<file path="src/rtl/qbus_target_if.sv">
// Bus-side signals between the CPU bus master and qbus_target.
// Suffixes follow the target's point of view (_i into the target, _o out of it).
interface qbus_target_if;
  logic        sync_i;
  logic        din_i;
  logic        dout_i;
  logic        wtbt_i;
  logic [15:0] addr_i;
  logic [15:0] wdata_i;
  logic        rply_o;
  logic        error_o;
  logic [15:0] rdata_o;

  modport master (
    output sync_i, din_i, dout_i, wtbt_i, addr_i, wdata_i,
    input  rply_o, error_o, rdata_o
  );

  modport slave (
    input  sync_i, din_i, dout_i, wtbt_i, addr_i, wdata_i,
    output rply_o, error_o, rdata_o
  );
endinterface

</file>
<file path="src/rtl/qbus_target.sv">
// Q-bus target: RAM window with programmable wait states, timeout error on unmapped accesses.
// Define QBUS_TARGET_SEL_REGS_EN to decode the 177714/177716 select registers internally.
module qbus_target #(
  parameter logic [15:0] RAM_BASE    = 16'o100000,
  parameter int          RAM_WORDS   = 1024,
  parameter int          WAIT_STATES = 1,
  parameter int          TIMEOUT     = 63
) (
  input  logic         clk,
  input  logic         reset_n,
  input  logic         ce,
  qbus_target_if.slave bus,
  output logic         mem_cs_o,
  output logic         mem_we_o,
  output logic [1:0]   mem_be_o,
  output logic [14:0]  mem_addr_o,
  output logic [15:0]  mem_wdata_o,
  input  logic [15:0]  mem_rdata_i,
  input  logic [15:0]  sel1_i,
  output logic [15:0]  sel1_o,
  output logic [15:0]  sel2_o
);

  localparam int              CW        = 16;
  localparam logic [16:0]     RAM_LO    = {1'b0, RAM_BASE};
  localparam logic [16:0]     RAM_HI    = RAM_LO + 17'(2 * RAM_WORDS);
  localparam logic [14:0]     WORD_MASK = 15'(RAM_WORDS - 1);
  localparam logic [CW-1:0]   WAIT_LOAD = CW'((WAIT_STATES > 1) ? WAIT_STATES - 1 : 0);
  localparam logic [CW-1:0]   MISS_LOAD = CW'(TIMEOUT);

  typedef enum logic [2:0] {
    S_IDLE, S_ACCESS, S_WAIT, S_REPLY, S_MISS, S_ERR, S_SELREG
  } state_t;

  state_t          state_reg, state_next;
  logic [CW-1:0]   cnt_reg, cnt_next;
  logic [15:0]     addr_reg, addr_next;
  logic            wtbt_reg, wtbt_next;
  logic            write_reg, write_next;
  logic [15:0]     rdata_reg, rdata_next;
  logic            sync_q;

  logic            sync_rise;
  logic            dir_ok;
  logic            ram_hit;
  logic            sel_hit;
  logic [15:0]     offset;

  assign sync_rise = bus.sync_i & ~sync_q;
  assign dir_ok    = bus.din_i ^ bus.dout_i;
  assign ram_hit   = ({1'b0, bus.addr_i} >= RAM_LO) && ({1'b0, bus.addr_i} < RAM_HI);

`ifdef QBUS_TARGET_SEL_REGS_EN
  localparam logic [15:0] SEL2_ADDR = 16'o177714;
  assign sel_hit = (bus.addr_i[15:2] == SEL2_ADDR[15:2]);
`else
  assign sel_hit = 1'b0;
`endif

  always_ff @(posedge clk) begin
    if (!reset_n) begin
      state_reg <= S_IDLE;
      cnt_reg   <= '0;
      addr_reg  <= '0;
      wtbt_reg  <= 1'b0;
      write_reg <= 1'b0;
      rdata_reg <= '0;
      sync_q    <= 1'b0;
    end else if (ce) begin
      state_reg <= state_next;
      cnt_reg   <= cnt_next;
      addr_reg  <= addr_next;
      wtbt_reg  <= wtbt_next;
      write_reg <= write_next;
      rdata_reg <= rdata_next;
      sync_q    <= bus.sync_i;
    end
  end

  always_comb begin
    state_next = state_reg;
    cnt_next   = cnt_reg;
    addr_next  = addr_reg;
    wtbt_next  = wtbt_reg;
    write_next = write_reg;
    rdata_next = rdata_reg;
    case (state_reg)
      S_IDLE: begin
        // Cycle attributes are captured once, at the SYNC rise only
        if (sync_rise) begin
          addr_next  = bus.addr_i;
          wtbt_next  = bus.wtbt_i;
          write_next = bus.dout_i;
          if (dir_ok && sel_hit) begin
            state_next = S_SELREG;
          end else if (dir_ok && ram_hit) begin
            state_next = S_ACCESS;
          end else begin
            state_next = S_MISS;
            cnt_next   = MISS_LOAD;
          end
        end
      end
      S_ACCESS: begin
        if (!bus.sync_i) begin
          state_next = S_IDLE;
        end else begin
          cnt_next   = WAIT_LOAD;
          state_next = S_WAIT;
        end
      end
      S_WAIT: begin
        if (!bus.sync_i) begin
          state_next = S_IDLE;
        end else if (cnt_reg != '0) begin
          cnt_next = cnt_reg - CW'(1);
        end else begin
          if (!write_reg) rdata_next = mem_rdata_i;
          state_next = S_REPLY;
        end
      end
      S_REPLY: begin
        if (!bus.sync_i) begin
          rdata_next = '0;
          state_next = S_IDLE;
        end
      end
      S_MISS: begin
        // ERR is reached on the ce-cycle the count would hit zero
        if (!bus.sync_i) begin
          state_next = S_IDLE;
        end else if (cnt_reg <= CW'(1)) begin
          cnt_next   = '0;
          state_next = S_ERR;
        end else begin
          cnt_next = cnt_reg - CW'(1);
        end
      end
      S_ERR: begin
        if (!bus.sync_i) state_next = S_IDLE;
      end
      S_SELREG: begin
`ifdef QBUS_TARGET_SEL_REGS_EN
        if (!write_reg) rdata_next = addr_reg[1] ? sel1_i : sel2_o;
        state_next = S_REPLY;
`else
        state_next = S_IDLE;
`endif
      end
      default: state_next = S_IDLE;
    endcase
  end

`ifdef QBUS_TARGET_SEL_REGS_EN
  // One byte lane per generate instance; word writes enable both lanes
  for (genvar gi = 0; gi < 2; gi++) begin : g_lane
    logic [7:0] sel1_b;
    logic [7:0] sel2_b;
    logic       lane_we;

    assign lane_we = ce && (state_reg == S_SELREG) && write_reg &&
                     (!wtbt_reg || (addr_reg[0] == 1'(gi)));

    always_ff @(posedge clk) begin
      if (!reset_n) begin
        sel1_b <= '0;
        sel2_b <= '0;
      end else if (lane_we) begin
        if (addr_reg[1]) sel1_b <= bus.wdata_i[gi*8 +: 8];
        else             sel2_b <= bus.wdata_i[gi*8 +: 8];
      end
    end
  end

  assign sel1_o = {g_lane[1].sel1_b, g_lane[0].sel1_b};
  assign sel2_o = {g_lane[1].sel2_b, g_lane[0].sel2_b};

  logic unused_bits;
  assign unused_bits = offset[0];
`else
  assign sel1_o = '0;
  assign sel2_o = '0;

  logic unused_bits;
  assign unused_bits = ^{offset[0], sel1_i};
`endif

  assign offset      = addr_reg - RAM_BASE;
  assign mem_cs_o    = (state_reg == S_ACCESS);
  assign mem_we_o    = mem_cs_o & write_reg;
  assign mem_addr_o  = mem_cs_o ? (offset[15:1] & WORD_MASK) : '0;
  assign mem_wdata_o = bus.wdata_i;

  always_comb begin
    mem_be_o = 2'b00;
    if (mem_cs_o) begin
      if (write_reg && wtbt_reg) mem_be_o = addr_reg[0] ? 2'b10 : 2'b01;
      else                       mem_be_o = 2'b11;
    end
  end

  assign bus.rply_o  = (state_reg == S_REPLY);
  assign bus.error_o = (state_reg == S_ERR);
  assign bus.rdata_o = rdata_reg;

endmodule

</file>
<file path="src/flat_wrapper.sv">
// flat-port wrapper written by rule: the top's interface ports become plain ports
module qbus_target_flat 
#(
  parameter logic [15:0] RAM_BASE    = 16'o100000,
  parameter int          RAM_WORDS   = 1024,
  parameter int          WAIT_STATES = 1,
  parameter int          TIMEOUT     = 63
)
  (clk, reset_n, ce, mem_cs_o, mem_we_o, mem_be_o, mem_addr_o, mem_wdata_o, mem_rdata_i, sel1_i, sel1_o, sel2_o, bus_sync_i, bus_din_i, bus_dout_i, bus_wtbt_i, bus_addr_i, bus_wdata_i, bus_rply_o, bus_error_o, bus_rdata_o);
  qbus_target_if bus_i ();
  input  logic clk;
  input  logic reset_n;
  input  logic ce;
  output logic mem_cs_o;
  output logic mem_we_o;
  output logic [1:0] mem_be_o;
  output logic [14:0] mem_addr_o;
  output logic [15:0] mem_wdata_o;
  input  logic [15:0] mem_rdata_i;
  input  logic [15:0] sel1_i;
  output logic [15:0] sel1_o;
  output logic [15:0] sel2_o;
  input wire logic [$bits(bus_i.sync_i)-1:0] bus_sync_i;
  input wire logic [$bits(bus_i.din_i)-1:0] bus_din_i;
  input wire logic [$bits(bus_i.dout_i)-1:0] bus_dout_i;
  input wire logic [$bits(bus_i.wtbt_i)-1:0] bus_wtbt_i;
  input wire logic [$bits(bus_i.addr_i)-1:0] bus_addr_i;
  input wire logic [$bits(bus_i.wdata_i)-1:0] bus_wdata_i;
  output wire logic [$bits(bus_i.rply_o)-1:0] bus_rply_o;
  output wire logic [$bits(bus_i.error_o)-1:0] bus_error_o;
  output wire logic [$bits(bus_i.rdata_o)-1:0] bus_rdata_o;
  assign bus_i.sync_i = bus_sync_i;
  assign bus_i.din_i = bus_din_i;
  assign bus_i.dout_i = bus_dout_i;
  assign bus_i.wtbt_i = bus_wtbt_i;
  assign bus_i.addr_i = bus_addr_i;
  assign bus_i.wdata_i = bus_wdata_i;
  assign bus_rply_o = bus_i.rply_o;
  assign bus_error_o = bus_i.error_o;
  assign bus_rdata_o = bus_i.rdata_o;
  qbus_target #(.RAM_BASE(RAM_BASE), .RAM_WORDS(RAM_WORDS), .WAIT_STATES(WAIT_STATES), .TIMEOUT(TIMEOUT)) u_core (.clk(clk), .reset_n(reset_n), .ce(ce), .bus(bus_i), .mem_cs_o(mem_cs_o), .mem_we_o(mem_we_o), .mem_be_o(mem_be_o), .mem_addr_o(mem_addr_o), .mem_wdata_o(mem_wdata_o), .mem_rdata_i(mem_rdata_i), .sel1_i(sel1_i), .sel1_o(sel1_o), .sel2_o(sel2_o));
endmodule
</file>
<file path="config.mk">
export PLATFORM = sky130hd
export DESIGN_NAME = qbus_target_flat
export DESIGN_NICKNAME = d
export VERILOG_FILES = /design/src/rtl/qbus_target_if.sv /design/src/rtl/qbus_target.sv /design/src/flat_wrapper.sv
export SDC_FILE = /design/constraint.sdc
export NUM_CORES = 1
export LEC_CHECK = 0
export ABC_CLOCK_PERIOD_IN_PS = 3800
export CORE_MARGIN = 5
export CORE_UTILIZATION = 50
export DETAILED_ROUTE_END_ITERATION = 6
export DONT_BUFFER_PORTS = 1
export PLACE_DENSITY_LB_ADDON = 0.3
export SYNTH_ARGS = -nofsm -noshare
export SYNTH_HDL_FRONTEND = slang
export SYNTH_SLANG_ARGS = --single-unit
export TNS_END_PERCENT = 20
</file>
<file path="constraint.sdc">
create_clock -name clk -period 3.8 [get_ports clk]
set_input_delay 0.76 -clock clk [delete_from_list [all_inputs] [get_ports clk]]
set_output_delay 0.76 -clock clk [all_outputs]
set_load 0.03 [all_outputs]
</file>
After elaboration in Yosys (flattened, before gate mapping). Cells that the tools add are included.

Logic and storage cells: 71. Output and inout port bits: 85. Bits of input ports: 71. Register bits after elaboration: 49.

Mux-type cells: 26. Bitwise operators: 4. Eq/ne operators: 17. Add/sub/neg operators: 2. Reduce and logical (&&, ||, !) cells: 12. Magnitude comparators: 3.

Operator list (count): 16-bit two-way mux (11); 16-bit case mux with 4 select lines (1); 16-bit case mux with 2 select lines (1); 3-bit two-way mux (7); 16-bit greater-or-equal comparator, second input constant (1); 16-bit by 1-bit less-or-equal comparator with 1-bit output, second input constant (1); 16-bit less-than comparator, second input constant (1); 2-bit inequality test, second input constant (8); 16-bit nonzero test (1); 16-bit by 1-bit subtractor with 16-bit output, second input constant (1); 3-bit case mux with 5 select lines (1); 11-bit by 1-bit subtractor with 11-bit output, second input constant (1); 10-bit two-way mux (1); 2-bit two-way mux (4); 8-bit AND reduction (1); 3-bit by 2-bit == test with 1-bit output, second input constant (2); 3-bit == test, second input constant (2); 6-bit AND reduction (1); 5-bit AND reduction (1); 2-bit by 1-bit inequality test with 1-bit output, second input constant (2); 4-bit nonzero test (1); 3-bit by 1-bit == test with 1-bit output, second input constant (1); 1-bit logical AND (3); 3-bit zero test (1); other kinds (8) (9).

Longest topological paths before layout. Gate-level depths: netlist of the first run.

Word-level depth: 6. Gate-level depth with buffers: 8.

Worst setup path before layout of the first run. Ideal clock, no wire load.

Kind: flip-flop to flip-flop. From: register u_core.cnt_reg[10]. To: register u_core.state_reg[0]. Data arrival time: 2.367 ns. Data required time: 3.734 ns. Clock period less this slack: 2.433 ns. Setup slack: 1.367 ns. Buffers on the path: 0. Stages on the path, launching flop included: 7. Cells stage by stage: dfxtp_1 or3_4 or4_4 or4_4 a211o_1 or3_1 a21oi_2.

Cells in the longest elaborated chain, start to end: 3.

RTL lines: start: declaration (RTL line qbus_target.sv:36) `logic [CW-1:0] cnt_reg, cnt_next;`; start signal: assignment (RTL line qbus_target.sv:71) `cnt_reg <= cnt_next;`; 16-bit by 1-bit less-or-equal comparator with 1-bit output or 16-bit nonzero test (tied branches) (RTL line qbus_target.sv:132, qbus_target.sv:115); 3-bit by 2-bit inequality test with 1-bit output (no line) or 3-bit inequality test (tied branches); 5-bit AND reduction (no line) *; end signal: assignment (RTL line qbus_target.sv:70) `state_reg <= state_next;`; end: declaration (RTL line qbus_target.sv:35) `state_t state_reg, state_next;`.

Mark *: on every way between the ends. The rest lies on a longest branch, timed or not. A chain may end at the register's enable or synchronous reset.

Worst setup path after layout of the first run.
From: register u_core.state_reg[2]. To: output port mem_be_o[1].

Cells in the longest elaborated chain, start to end: 2.

RTL lines: 3-bit by 1-bit == test with 1-bit output (RTL line qbus_target.sv:189) `assign mem_cs_o = (state_reg == S_ACCESS);`; 2-bit two-way mux (RTL line qbus_target.sv:196) `if (mem_cs_o) begin`; end: declaration (RTL line flat_wrapper.sv:16) `output logic [1:0] mem_be_o;`.

No other way between the ends.

==> results.json, run 1 <==
{
  "report.final.slew_viol_count": 0,
  "ys.flop_type": "dfxtp_1",
  "required_ps": 3040,
  "p_int_mw": 0.803,
  "pin_count": 156,
  "status": "completed",
  "dieHeight_um": 87.0,
  "rsz0062_at_grt": "false",
  "first_global_vias": 2285,
  "netSwitchingPower_mw": 0.362,
  "cp-end-kind": "output pin",
  "gr-total-overflow": 0,
  "post-dp-hpwl_um": 4430,
  "grt_use_met3_pct": 5.39,
  "fmax_mhz": 336,
  "use_met2_pct": 26.2,
  "yosys.area.top_type": "dfxtp_1",
  "drt-vias-per-instance": 5.49,
  "root_buffer": "clkbuf_8",
  "maxSlewHeadroom_pct": 24.9,
  "row_count": 28,
  "seqPwrFrac_pct": 47.4,
  "numPortBuffers": 0,
  "final-setup-viol-count": 0,
  "wl_um": 6120,
  "die_area_um2": 7570,
  "syn_area_um2": 2960,
  "antenna_found_initial": 0,
  "worst_pin_slew_ps": 1120,
  "core_um2": 5850,
  "diodes": 0,
  "layout-drive-gt1-share_pct": 6.38,
  "cts_tree": "built",
  "placed_cells": 412,
  "ys_seq_elements": 49,
  "critical_path.max_fanout": 17,
  "layout_worst_path_cycle_share_pct": 78.3,
  "fin_cells": 420,
  "drc": 0,
  "drt_first_iter_violations": 158,
  "drt_first_pass_iters": 4,
  "gp_congestion": 0.836,
  "swShare_pct": 31.1,
  "grt_util_all_layers_pct": 16.4,
  "ys_seq_area_share_pct": 33.1,
  "busiest_layer": "met2",
  "hold_depth": 2,
  "drv_cap": 0,
  "cts_hold_buf": 0,
  "met1_usage_pct": 20.7,
  "clk_pin_slew_ps": 90,
  "syn_to_final_growth_pct": -4.22,
  "tns_ps": 0,
  "ant_nets": 0,
  "clockPowerShare_pct": 31.9,
  "ys_async_sr_fraction_pct": 0,
  "grt_max_degree": 41,
  "startpoint_type": "flip-flop",
  "cts_sinks": 49,
  "grt_pass1_wl_um": 10400,
  "criticalPathCategory": "reg2out",
  "ys_top_cells_by_area": "dfxtp_1, buf_4, mux2i_1, nand2_1, nor2_1",
  "start_util_pct": 50.6,
  "cts_buffer_depth": 2,
  "power_density_nw_per_um2": 410,
  "final_nets": 418,
  "peakVddDrop_v": 0.000229,
  "die-width_um": 87.0,
  "hold_class": "reg2reg",
  "avgSynthCellArea_um2": 8.05,
  "fin_skew_ps": 5.43,
  "post_cts_buffers": 0,
  "worst_skew_pair.late_latency_ps": 300,
  "wl_per_cell_um": 14.6,
  "synth_top_area_share_pct": 33.1,
  "hold_violations": 0,
  "synth_edf_count": 0,
  "cts_made_buffers": 5,
  "cts_max_level": 2,
  "power.leakage_nw": 1.29,
  "rr_worst_depth": 6,
  "cts_resized": 0,
  "synth_cell_types": 50,
  "yosys_warnings": 0,
  "dr_total_vias": 2305,
  "whs_ps": 477,
  "synth_cells": 368,
  "crit_arrival_ps": 2220,
  "fin_crit_ps": 2980,
  "pwr-share-comb_pct": 20.6
}
-- power groups by stage --
stage	Clock, mW	Combinational [mW]	Sequential (mW)
after CTS	0.382	0.239	0.552
final	0.372	0.240	0.552
after global placement	0	0.236	0.563
after floorplan	0	0.273	0.555
after global routing	0.402	0.269	0.555
after detailed placement	0	0.238	0.564
-- worst paths after layout --
kind / startpoint / end / slack [ps]
max: u_core.state_reg[2]$_SDFFE_PN0P_ / mem_be_o[1] / 820
min: u_core.cnt_reg[9]$_SDFFE_PN0P_ / u_core.cnt_reg[9]$_SDFFE_PN0P_ / 480
max reg2reg: u_core.cnt_reg[4]$_SDFFE_PN0P_ / u_core.bus.rdata_o[15]$_SDFFE_PN0P_ / 1090
min reg2reg: u_core.cnt_reg[9]$_SDFFE_PN0P_ / u_core.cnt_reg[9]$_SDFFE_PN0P_ / 480
-- placed cells by master (no fill, tap or decap), types with 7 or more instances in the layout --
master	instances
mux2i_1	29
o21ai_0	14
conb_1	37
o22ai_1	7
inv_1	10
dfxtp_1	49
nor2_1	32
a21oi_1	16
and3_1	11
nand2_1	55
-- Yosys cell counts (2+ instances only) --
library cell	instances
buf_4	55
nand2_1	55
dfxtp_1	49
nor2_1	32
mux2i_1	29
a21oi_1	16
o21ai_0	14
and3_1	11
clkbuf_1	11
inv_1	10
o22ai_1	7
nand3_1	5
nor3_1	5
o32ai_1	5
or3_1	5
a31oi_1	4
o211ai_1	4
buf_6	3
ha_1	3
nand2b_1	3
nor2b_1	3
o21a_1	3
o31ai_1	3
a2111oi_0	2
and2_1	2
nand4_1	2
nor4_1	2
or4_4	2
xor2_1	2
-- cells by family after synthesis --
kind of cell             after synthesis  synth area share, %
AND/OR/NAND/NOR                      138                 22.8
buffers and inverters                 80                 17.9
AO/OA/AOI/OAI                         65                 14.1
flip-flops                            49                 33.1
multiplexers                          30                 10.2
adder cells (fa/ha/maj)                3                 1.27
XOR/XNOR                               2                0.591
other                                  1                0.127
-- per-stage QoR --
stage          instance area, µm²  setup WS, ps  utilization [%]  power (mW)
4_1_cts                      2840           848             48.5        1.17
3_3_place_gp                 2730          1110             46.6       0.799
5_1_grt                      2840           666             48.5        1.23
2_1_floorplan                3100          1370                -       0.828
6_report                     2840           824             48.5        1.16
3_5_place_dp                 2730          1100             46.6       0.801
-- worst max-delay path, stage by stage, from the launching register on --
cell and delay, ps:
dfxtp_1 480, nor2_1 570, nand2_1 230, a31oi_1 640
-- final cells by class --
| type | count | area (µm²) |
|---|---|---|
| clock buffer | 6 | 72.6 |
| clock inverter | 2 | 38.8 |
| fill | 572 | 3010 |
| inverter | 10 | 37.5 |
| multi-input combinational | 275 | 1590 |
| sequential | 49 | 981 |
| tap | 75 | 93.8 |
| timing repair buffer | 3 | 22.5 |
-- per-layer routing --
layer | part of all wire (%) | up-vias
met5 | 0 | -
met3 | 8.9 | 9
met1 | 44 | 1077
met2 | 46 | 86
li1 | - | 1133
met4 | 1.3 | 0
(Power assumes the default switching activity.)
==> run 2: changes to the inputs <==
--- a/config.mk
+++ b/config.mk
@@ -5,7 +5,7 @@
 export SDC_FILE = /design/constraint.sdc
 export NUM_CORES = 1
 export LEC_CHECK = 0
-export ABC_CLOCK_PERIOD_IN_PS = 3800
+export ABC_CLOCK_PERIOD_IN_PS = 2500
 export CORE_MARGIN = 5
 export CORE_UTILIZATION = 50
 export DETAILED_ROUTE_END_ITERATION = 6
==> constraint.sdc (replaced) <==
create_clock -name clk -period 2.5 [get_ports clk]
set_input_delay 0.5 -clock clk [delete_from_list [all_inputs] [get_ports clk]]
set_output_delay 0.5 -clock clk [all_outputs]
set_load 0.03 [all_outputs]
==> run 2 against run 1 <==
  * First-iteration DRC count fell by 22%
  * Register-to-register slack got worse by 1100 ps
  * Clock power rose by 53%
  * Flip-flop and latch count did not move
  * Total power rose by 57%
  * Final area rose by 6.7%
  * Hold slack got worse by 160 ps
  * Non-clock buffer count rose by 19
  * Sequential share of layout area fell by 2.1 points
  * Worst setup slack got worse by 800 ps
  * Routed wire length rose by 3.8%
  * Critical path type is now reg2reg
  * Critical path depth rose by 3
==> results.json, run 2 (same netlist as run 1, synthesis figures left out) <==
{
  "drt_first_pass_iters": 4,
  "row_count": 28,
  "grt_util_all_layers_pct": 16.9,
  "worst_pin_slew_ps": 937,
  "clockPowerShare_pct": 31.0,
  "wl_per_cell_um": 14.5,
  "netSwitchingPower_mw": 0.569,
  "pin_count": 156,
  "peakVddDrop_v": 0.000440,
  "dp_slack_ps": 59.9,
  "post-dp-hpwl_um": 4730,
  "die-width_um": 87.0,
  "drt-vias-per-instance": 5.38,
  "start_util_pct": 50.6,
  "whs_ps": 321,
  "antenna_found_initial": 0,
  "startpoint_type": "flip-flop",
  "syn_to_final_growth_pct": 2.15,
  "drc": 0,
  "worst_slack_ps": 20.1,
  "grt_pass1_wl_um": 10600,
  "rsz0062_at_grt": "true",
  "wl_um": 6360,
  "cts_sinks": 49,
  "post_cts_buffers": 0,
  "ant_nets": 0,
  "crit_chain": "or3_4 > or4_4 > or4_4 > a211o_1 > or3_4 > a21oi_2",
  "root_buffer": "clkbuf_8",
  "final-setup-viol-count": 0,
  "pwr-share-comb_pct": 23.4,
  "critical_path.max_fanout": 4,
  "path_delay_family": "simple AND/OR/NAND/NOR gates",
  "crit_arrival_ps": 2710,
  "cts_made_buffers": 5,
  "swShare_pct": 31.1,
  "fmax_mhz": 403,
  "numPortBuffers": 0,
  "power.leakage_nw": 1.40,
  "layout-drive-gt1-share_pct": 12.4,
  "hold_class": "in2reg",
  "fin_skew_ps": 14.1,
  "core_um2": 5850,
  "final_nets": 437,
  "drv_cap": 0,
  "cp-end-kind": "flip-flop",
  "required_ps": 2730,
  "clk_pin_slew_ps": 90,
  "cts_hold_buf": 0,
  "gr-total-overflow": 0,
  "report.final.slew_viol_count": 0,
  "slowest_delay_ps": 450,
  "layout_commonest_cell": "nand2_1",
  "layout_worst_path_cycle_share_pct": 99.2,
  "fin_crit_ps": 2480,
  "gp_congestion": 0.910,
  "dr_total_vias": 2363,
  "criticalPathCategory": "reg2reg",
  "status": "completed",
  "hold_violations": 0,
  "drt_first_iter_violations": 124,
  "cp_slowest_cell": "or4_4",
  "p_int_mw": 1.26,
  "cts_buffer_depth": 2,
  "grt_max_degree": 41,
  "most-common-layout-cells": "nand2_1, dfxtp_1, conb_1, nor2_1, mux2i_1",
  "seqPwrFrac_pct": 45.5,
  "power_density_nw_per_um2": 605,
  "cts_tree": "built",
  "worst-path-buf-inv": 0,
  "diodes": 0,
  "maxSlewHeadroom_pct": 37.3,
  "first_global_vias": 2362,
  "worst_skew_pair.late_latency_ps": 310,
  "cts_max_level": 2,
  "dieHeight_um": 87.0,
  "die_area_um2": 7570
}
-- run 2: cell count changes in the layout (fill, tap and decap cells not counted), sizes merged --
cell / change
inv: +1
clkbuf: -1
buf: +19
-- run 2: per-stage QoR --
| step | setup TNS (ps) | utilization (%) | power [mW] | instance area (µm²) | instances |
|---|---|---|---|---|---|
| after floorplan | 0 | - | 1.26 | 3100 | 404 |
| after global placement | 0 | 49.5 | 1.26 | 2890 | 431 |
| after detailed placement | 0 | 49.5 | 1.27 | 2890 | 431 |
| after CTS | 0 | 51.4 | 1.84 | 3010 | 439 |
| after global routing | -35.9 | 51.7 | 1.93 | 3030 | 439 |
| final | 0 | 51.7 | 1.83 | 3030 | 439 |
-- run 2: layer usage --
metal | part of all wire (%) | GRT usage, %
met5 | 0 | 0
met4 | 1.4 | 5.10
met3 | 8.0 | 4.82
met2 | 48 | 28.9
met1 | 43 | 20.5
-- run 2: power groups by stage --
stage	logic, mW	clock network, mW	registers (mW)
4_1_cts	0.418	0.585	0.833
3_5_place_dp	0.417	0	0.851
6_report	0.429	0.569	0.834
3_3_place_gp	0.412	0	0.850
2_1_floorplan	0.415	0	0.843
5_1_grt	0.475	0.620	0.839
-- run 2: area by class of cell --
cell class	count	area (µm²)
Fill cell	572	2820
Multi-Input combinational cell	275	1610
Sequential cell	49	982
Timing Repair Buffer	22	194
Tap cell	75	93.8
Clock buffer	5	68.8
Clock inverter	3	43.8
Inverter	10	37.5
-- run 2: what timing repair did --
action	in CTS	in global routing
resized for setup	0	5
hold endpoints to repair	0	0
endpoints found under the setup margin	0	12
-- run 2: worst reg2reg max path, delay by kind of cell, from the launching register on --
family | cells | cell delay, ps
AO/OA/AOI/OAI | 2 | 430
AND/OR/NAND/NOR | 4 | 1640
flip-flops | 1 | 330
-- run 2: worst paths after layout --
kind	from	end	slack [ps]	cells after the start
max	u_core.cnt_reg[10]$_SDFFE_PN0P_	u_core.state_reg[0]$_SDFFE_PN0P_	20	6
min	reset_n	u_core.state_reg[1]$_SDFFE_PN0P_	320	2
max reg2reg	u_core.cnt_reg[10]$_SDFFE_PN0P_	u_core.state_reg[0]$_SDFFE_PN0P_	20	6
min reg2reg	u_core.cnt_reg[9]$_SDFFE_PN0P_	u_core.cnt_reg[9]$_SDFFE_PN0P_	480	2
==> run 3: changes to the inputs <==
--- a/config.mk
+++ b/config.mk
@@ -7,7 +7,7 @@
 export LEC_CHECK = 0
 export ABC_CLOCK_PERIOD_IN_PS = 2500
 export CORE_MARGIN = 5
-export CORE_UTILIZATION = 50
+export CORE_UTILIZATION = 57
 export DETAILED_ROUTE_END_ITERATION = 6
 export DONT_BUFFER_PORTS = 1
 export PLACE_DENSITY_LB_ADDON = 0.3
==> run 3 against run 2 <==
  * Register-to-register slack better by 20 ps
  * Clock power is 4.0% higher
  * Critical path depth is the same
  * Sequential share of layout area increased by 0.42 points
  * First-iteration DRC count rose by 47%
  * Routed wire length increased by 2.2%
  * Flip-flop and latch count is the same
  * Clock skew decreased by 7.4 ps
  * Combinational power is 3% lower
  * Critical path type unchanged
  * Critical endpoint unchanged
==> results.json, run 3 (same netlist as run 1, synthesis figures left out) <==
{
  "status": "completed",
  "gp_congestion": 0.845,
  "worst_slack_ps": 37.5,
  "diodes": 0,
  "drt-vias-per-instance": 5.59,
  "root_buffer": "clkbuf_8",
  "grt_util_all_layers_pct": 20.1,
  "wl_um": 6490,
  "row_count": 26,
  "hold_violations": 0,
  "dp_slack_ps": 74.6,
  "startpoint_type": "flip-flop",
  "required_ps": 2750,
  "fmax_mhz": 406,
  "grt_max_degree": 41,
  "fin_skew_ps": 6.66,
  "drt_first_pass_iters": 4,
  "regToRegEndpoint": "u_core.state_reg[0]$_SDFFE_PN0P_",
  "r2r_slack_ps": 40,
  "die-width_um": 82.1,
  "cts_tree": "built",
  "cp-end-kind": "flip-flop",
  "report.final.slew_viol_count": 0,
  "slowest_delay_ps": 450,
  "worst_skew_pair.late_latency_ps": 300,
  "post-dp-hpwl_um": 4670,
  "final_cell_area_um2": 2990,
  "syn_to_final_growth_pct": 0.971,
  "cp-startpoint": "u_core.cnt_reg[11]$_SDFFE_PN0P_",
  "cp_slowest_cell": "or4_4",
  "layout-drive-gt1-share_pct": 12.2,
  "critical_path.max_fanout": 4,
  "final-setup-viol-count": 0,
  "core_um2": 5070,
  "clk_pin_slew_ps": 90,
  "criticalPathCategory": "reg2reg",
  "first_global_vias": 2348,
  "r2r_start": "u_core.cnt_reg[11]$_SDFFE_PN0P_",
  "peakVddDrop_v": 0.000520,
  "most-common-layout-cells": "nand2_1, dfxtp_1, conb_1, nor2_1, mux2i_1",
  "cts_made_buffers": 5,
  "maxSlewHeadroom_pct": 57.8,
  "dieHeight_um": 82.1,
  "drc": 0,
  "crit_arrival_ps": 2710,
  "crit_chain": "or3_4 > or4_4 > or4_4 > a211o_1 > or3_4 > a21oi_2",
  "ant_nets": 0,
  "pin_count": 156,
  "start_util_pct": 58.4,
  "die_area_um2": 6740,
  "post_cts_buffers": 0,
  "worst_pin_slew_ps": 633,
  "layout_commonest_cell": "nand2_1",
  "grt_pass1_wl_um": 10800,
  "final_nets": 433,
  "drt_first_iter_violations": 182,
  "layout_worst_path_cycle_share_pct": 98.5,
  "dr_total_vias": 2405,
  "dpl-instance-area_um2": 2860,
  "fin_crit_ps": 2460,
  "wl_per_cell_um": 15.1,
  "crit_end": "u_core.state_reg[0]$_SDFFE_PN0P_",
  "power_density_nw_per_um2": 616,
  "cts_max_level": 2,
  "cts_buffer_depth": 2,
  "hold_class": "in2reg",
  "rr_worst_depth": 6,
  "gr-total-overflow": 0,
  "tns_ps": 0,
  "rsz0062_at_grt": "true",
  "power.leakage_nw": 1.37,
  "cts_sinks": 49,
  "numPortBuffers": 0,
  "drv_cap": 0,
  "antenna_found_initial": 0
}
-- run 3: cell types whose count changed in the layout (fill, tap and decap cells not counted), sizes merged --
cell	change
inv	+1
clkinv	-1
buf	-4
-- run 3: worst max-delay path: cells and delay by family (launching register included) --
family          cells  cell delay (ps)
compound gates      2              420
flops               1              350
simple gates        4             1630
-- run 3: worst min path at each step --
stage                                               from                          endpoint  slack (ps)  cells after the start
after floorplan           u_core.cnt_reg[9]$_SDFFE_PN0P_    u_core.cnt_reg[9]$_SDFFE_PN0P_         450                      2
after global routing                             reset_n  u_core.state_reg[1]$_SDFFE_PN0P_         280                      2
after detailed placement  u_core.cnt_reg[9]$_SDFFE_PN0P_    u_core.cnt_reg[9]$_SDFFE_PN0P_         470                      2
after global placement    u_core.cnt_reg[9]$_SDFFE_PN0P_    u_core.cnt_reg[9]$_SDFFE_PN0P_         460                      2
after CTS                                        reset_n  u_core.state_reg[1]$_SDFFE_PN0P_         300                      2
final                                            reset_n  u_core.state_reg[1]$_SDFFE_PN0P_         300                      2
-- run 3: per-layer routing --
| layer | vias up | part of all wire (%) | global-route usage (%) |
|---|---|---|---|
| li1 | 1166 | - | - |
| met3 | 6 | 8.9 | 6.83 |
| met5 | - | 0 | 0 |
| met2 | 96 | 49 | 33.9 |
| met4 | 0 | 0.75 | 5.48 |
| met1 | 1137 | 41 | 24.3 |
-- run 3: repair_timing --
| action | 4_1_cts | 5_1_grt |
|---|---|---|
| gates resized for setup | 0 | 6 |
| endpoints found under the setup margin | 0 | 10 |
| hold buffers | 0 | 0 |
-- run 3: metrics by stage --
stage                     total power, mW  hold slack (ps)  cells  utilization (%)
after floorplan                      1.26              447    404                -
after global placement               1.25              463    422             56.3
after detailed placement             1.26              471    422             56.3
after CTS                            1.85              297    430             58.6
after global routing                 1.95              285    430             58.9
final                                1.84              301    430             58.9
-- run 3: area by class of cell --
type / count / area [µm²]
tap: 70 / 87.6
multi-input combinational: 275 / 1610
clock buffer: 5 / 68.8
inverter: 10 / 37.5
sequential: 49 / 983
fill: 462 / 2080
timing repair buffer: 18 / 160
clock inverter: 3 / 47.5
-- run 3: where the power goes --
part	total [mW]	internal [mW]	switching [mW]	leakage, nW
Clock	0.592	0.306	0.286	0.0591
Sequential	0.836	0.807	0.0292	0.398
Combinational	0.416	0.148	0.268	0.909
Total	1.84	1.26	0.583	1.37
